File: src/rtl/ppl_exit.sv
// ppl_exit: ray-march pipeline exit stage with feedback register, pixel write FIFO and frame-done pulse
`ifndef DISP_RAM_ADDR_RADIX
`define DISP_RAM_ADDR_RADIX 17
`endif
`ifndef EOF_ADDR
`define EOF_ADDR 76799
`endif
module ppl_exit #(
  parameter int ADDR_W = `DISP_RAM_ADDR_RADIX,
  parameter int COLOR_W = 12,
  parameter int MAX_ITER = 64,
  parameter int FIFO_DEPTH = 8,
  parameter logic [COLOR_W-1:0] SKY_COLOR = 12'h8CF
) (
  input  logic clk_ppl,
  input  logic rst,
  input  logic in_valid,
  input  logic [ADDR_W-1:0] in_pixel_addr,
  input  logic [31:0] in_color_acc,
  input  logic [1:0] in_dir,
  input  logic [95:0] in_block_p,
  input  logic [95:0] in_hit_p,
  input  logic [95:0] in_start_p,
  input  logic [95:0] in_end_p,
  input  logic in_is_behind,
  input  logic [7:0] in_iter,
  input  logic in_hit,
  input  logic in_out_of_world,
  output logic out_valid,
  output logic next_pixel_pplout,
  output logic [ADDR_W-1:0] pixel_addr_pplout,
  output logic [31:0] to_color_acc_pplout,
  output logic [1:0] to_dir_pplout,
  output logic [95:0] to_block_p_pplout,
  output logic [95:0] to_hit_p_pplout,
  output logic [95:0] start_p_pplout,
  output logic [95:0] end_p_pplout,
  output logic to_is_behind_pplout,
  output logic [7:0] to_iter_pplout,
  output logic wr_en,
  output logic [ADDR_W-1:0] wr_addr,
  output logic [COLOR_W-1:0] wr_data,
  input  logic wr_ready,
  output logic buf_full,
  output logic frame_done
);
  localparam int PW = $clog2(FIFO_DEPTH);
  localparam int EW = ADDR_W + COLOR_W;
  localparam logic [7:0] ITER_LIM = 8'(MAX_ITER - 1);
  localparam logic [PW:0] FULL_CNT = (PW + 1)'(FIFO_DEPTH);
  localparam logic [ADDR_W-1:0] EOF_A = ADDR_W'(`EOF_ADDR);
  logic [EW-1:0] r_mem [FIFO_DEPTH];
  logic [PW-1:0] r_wp, r_rp;
  logic [PW:0] r_cnt;
  logic w_term, w_push, w_pop;
  logic [COLOR_W-1:0] w_color;
  logic [EW-1:0] w_head;
  logic [7:0] w_iter_next;
  assign w_term = in_valid & (in_hit | in_out_of_world | in_is_behind | (in_iter >= ITER_LIM));
  assign buf_full = r_cnt == FULL_CNT;
  assign w_push = w_term & ~buf_full;
  assign wr_en = r_cnt != '0;
  assign w_pop = wr_en & wr_ready;
  assign w_color = in_hit ? in_color_acc[COLOR_W-1:0] : SKY_COLOR;
  assign w_head = wr_en ? r_mem[r_rp] : '0;
  assign {wr_addr, wr_data} = w_head;
  assign w_iter_next = w_term ? in_iter : (in_iter == 8'hFF ? in_iter : in_iter + 8'd1);
  // Feedback register: continuing rays advance their iteration, terminating or retried rays recirculate unchanged
  always_ff @(posedge clk_ppl or posedge rst) begin
    if (rst) begin
      out_valid <= 1'b0;
      next_pixel_pplout <= 1'b0;
      pixel_addr_pplout <= '0;
      to_color_acc_pplout <= '0;
      to_dir_pplout <= '0;
      to_block_p_pplout <= '0;
      to_hit_p_pplout <= '0;
      start_p_pplout <= '0;
      end_p_pplout <= '0;
      to_is_behind_pplout <= 1'b0;
      to_iter_pplout <= '0;
    end else begin
      out_valid <= in_valid;
      next_pixel_pplout <= w_push;
      pixel_addr_pplout <= in_pixel_addr;
      if (in_valid) begin
        to_color_acc_pplout <= in_color_acc;
        to_dir_pplout <= in_dir;
        to_block_p_pplout <= in_block_p;
        to_hit_p_pplout <= in_hit_p;
        start_p_pplout <= in_start_p;
        end_p_pplout <= in_end_p;
        to_is_behind_pplout <= in_is_behind;
        to_iter_pplout <= w_iter_next;
      end
    end
  end
  // Write buffer storage; validity is tracked by the pointers, so contents need no reset
  always_ff @(posedge clk_ppl) begin
    if (w_push) r_mem[r_wp] <= {in_pixel_addr, w_color};
  end
  // Write buffer pointers and occupancy; reset discards any pending pixels
  always_ff @(posedge clk_ppl or posedge rst) begin
    if (rst) begin
      r_wp <= '0;
      r_rp <= '0;
      r_cnt <= '0;
    end else begin
      r_wp <= w_push ? r_wp + 1'b1 : r_wp;
      r_rp <= w_pop ? r_rp + 1'b1 : r_rp;
      r_cnt <= (w_push & ~w_pop) ? r_cnt + 1'b1 : (~w_push & w_pop) ? r_cnt - 1'b1 : r_cnt;
    end
  end
  // Frame-done pulses once after the last pixel of the frame leaves the buffer
  always_ff @(posedge clk_ppl or posedge rst) begin
    if (rst) frame_done <= 1'b0;
    else frame_done <= w_pop & (wr_addr == EOF_A);
  end
endmodule

File: config.mk
export PLATFORM = sky130hd
export DESIGN_NAME = ppl_exit
export DESIGN_NICKNAME = d
export VERILOG_FILES = /design/src/rtl/ppl_exit.sv
export SDC_FILE = /design/constraint.sdc
export NUM_CORES = 1
export LEC_CHECK = 0
export ABC_AREA = 1
export BUFFER_PORTS_ARGS = -buffer_cell sky130_fd_sc_hd__buf_2
export CORE_AREA = 2 2 361 363
export CTS_CLUSTER_DIAMETER = 150
export DETAILED_ROUTE_END_ITERATION = 8
export DIE_AREA = 0 0 363 365
export GPL_TIMING_DRIVEN = 1
export PLACE_DENSITY = 0.42
export SLEW_MARGIN = 0
export SYNTH_ARGS = -nofsm -noshare
export SYNTH_HDL_FRONTEND = slang
export SYNTH_SLANG_ARGS = --single-unit
File: constraint.sdc
create_clock -name clk_ppl -period 39.8 [get_ports clk_ppl]
set_input_delay 3.98 -clock clk_ppl [delete_from_list [all_inputs] [get_ports clk_ppl]]
set_output_delay 3.98 -clock clk_ppl [all_outputs]
set_load 0.02 [all_outputs]
==> results.yml <==
timing:
  fin_crit_sh: 0.186
  slew_headroom: 0.272
  worstMarginPinSlew_ns: 1.09
  rsz0062_at_grt: "false"
  slew_violations: 0
  max_freq_ghz: 0.135
  setup_tns_ns: 0
  clock_skew_ns: 0.0207
  hold_slack_ns: 0.462
  setup_viol: 0
  finalCriticalPeriod_ns: 7.42
  fin_ws_ns: 32.38
  timing_hold_violations_final: 0
clocking:
  postCtsHoldBufs: 0
  htree_levels: 3
  ctsRootBufferMaster: "clkbuf_16"
  cts_tree: "built"
  numCtsBuffers: 85
  cts_sinks: 689
  cts_resized: 0
  worst_skew_pair.late_latency_ns: 0.68
  post_cts_buffers: 0
  clkTransAtPathRegs_ns: 0.05
  cts_buffer_depth: 3
placed_design:
  dpl.cell_count: 5229
  place_worst_setup_slack_ns: 32.04
  place_congestion: 0.917
  io_buffers: 927
  dp_hpwl_um: 98100
floorplan:
  design.core.area_um2: 129000
  fp.dieW_um: 363
  core.rowCount: 132
  dieArea_um2: 132000
  die_h_um: 365
  pin_count: 928
  start_util: 0.208
global_route:
  grt_usage: 0.189
  grt_pass1_wl_um: 175000
  antenna_found_initial: 100
  grt_max_degree: 144
  grt_pass1_vias: 21600
  gr-total-overflow: 0
pwr:
  leakage_nw: 18.2
  total_power_mw: 2.22
  cellPowerDensity_nw_per_um2: 61.8
  ir_worst_vdd_mv: 0.0414
synth:
  synth_ff_type: "dfrtp_1"
  synth.top_cell.area_share: 0.427
  yosysUniqueCellTypes: 32
  synth_common_cells: "nand2_1, dfrtp_1, edfxtp_1"
  ys_seq_area_frac: 0.688
  synth_area_um2: 26800
  ys_async_sr_fraction: 0.663
  yosys_warnings: 0
  ys_ff_latch: 689
  synth.area.top_cells: "dfrtp_1, edfxtp_1, nand2_1"
  synth_edf_count: 232
  syn_inst: 2742
  avgSynthCellArea_um2: 9.76
  yosysMostFrequentCell: "nand2_1"
  syn-num-nets: 3199
  synth_top_cell_by_area: "dfrtp_1"
setup_path:
  crit_chain: "buf_4, o21ai_0, o22ai_1, o21ai_0, nor2_1, buf_2"
  cp_common_cell: "o21ai_0"
  end_kind: "primary output"
  critPathKind: "flip-flop to primary output"
  arrival_ns: 3.44
  max_stage_delay_ns: 0.78
  crit_required_ns: 35.82
  crit_family: "buffers and inverters"
  cp_slowest_cell: "dfrtp_4"
  cp-start-kind: "flip-flop"
  worst-path-max-fanout: 72
  crit_buf_inv: 2
routing:
  drc: 0
  viasPerCell: 4.18
  dr.pass1.iters: 7
  routedWlPerCell_um: 24.0
  first_iter_violations: 1736
  routed_wl_um: 130000
  ant_nets: 0
  vias: 22600
cells_and_area:
  nets: 4098
  drive_above_1_share: 0.298
  area_growth_pct: 34.3
  layout.cells.non_filler: 5410
  fill_cells: 13900
min_path:
  hold_class: "flip-flop to flip-flop"
job:
  cap_viol_max_count: 0
status:
  status: "finished clean"
-- worst paths after layout --
kind | startpoint | end | slack, ns | cells past startpoint
worst max register to register | r_rp[0] | frame_done | 37.00 | 11
worst min register to register | end_p_pplout[63] | end_p_pplout[63] | 0.46 | 2
worst max-delay path | r_rp[0] | wr_data[5] | 32.38 | 6
worst min-delay path | end_p_pplout[63] | end_p_pplout[63] | 0.46 | 2
max in group asynchronous | rst | to_block_p_pplout[63] | 33.25 | 5
min in group asynchronous | rst | to_hit_p_pplout[47] | 3.54 | 2
-- cell type report --
| type | instances | area (um^2) | share of cell area |
|---|---|---|---|
| antenna | 25 | 62.6 | 0.00174 |
| clock buffer | 121 | 2420 | 0.0674 |
| clock inverter | 35 | 379 | 0.0105 |
| inverter | 80 | 328 | 0.00912 |
| multi-input combinational | 1832 | 7390 | 0.206 |
| sequential | 689 | 18400 | 0.512 |
| tap | 1675 | 2100 | 0.0583 |
| timing repair buffer | 953 | 4840 | 0.135 |
-- stage by stage --
step                 util  cell area [um^2]
floorplan               -             26800
global placement    0.257             33100
detailed placement  0.257             33100
CTS                 0.279             35900
global route        0.279             35900
finish              0.279             35900
-- worst reg2reg max path, cell delays in order, from the launching register on --
cell	delay (ns)
dfrtp_4	0.78
buf_4	0.81
nand2_1	0.15
nand2_1	0.10
nand2_1	0.05
nand2_1	0.10
nand2_1	0.14
nand2_1	0.15
nand3_1	0.08
nor2_1	0.10
nand3_1	0.14
nor2_1	0.13
-- where the power goes --
group	total (mW)	internal, mW	switching (mW)
clock network	0.784	0.459	0.325
registers	0.876	0.815	0.0610
logic	0.562	0.158	0.404
total	2.22	1.43	0.790
-- state kept, by name (all words and copies together), names as in the netlist --
register	count
next_pixel_pplout	1
to_color_acc_pplout	32
r_rp	3
frame_done	1
r_mem	232
end_p_pplout	96
to_is_behind_pplout	1
r_wp	3
to_block_p_pplout	96
pixel_addr_pplout	17
to_dir_pplout	2
r_cnt	4
to_iter_pplout	8
start_p_pplout	96
to_hit_p_pplout	96
out_valid	1
-- logic make-up after synthesis --
logic type | synth area share
flops | 0.688
fa+ha+maj | 0.00355
simple gates | 0.236
buf+inv | 0.0377
xor+xnor | 0.00327
compound gates | 0.0313
mux | 0.000421
-- per-layer routing --
metal  track usage  share of wire  vias to the layer above  wire length [um]
met3        0.0931           0.11                      280             14600
li1              -              -                    10500                 -
met4        0.0558          0.030                      102              3860
met2         0.275           0.43                      910             55900
met5       0.00254         0.0051                        -               658
met1         0.246           0.42                    10800             54800
-- placed cells by master (no fill, tap or decap), types with 25 or more instances in the layout --
cell type / n
o21ai_0: 95
buf_4: 26
diode_2: 25
clkbuf_16: 85
nand3_1: 42
nor2_1: 146
buf_2: 926
dfrtp_1: 454
nand2_1: 1453
inv_1: 75
o22ai_1: 25
edfxtp_1: 232
Note: power is estimated with default switching activity, not from simulation.
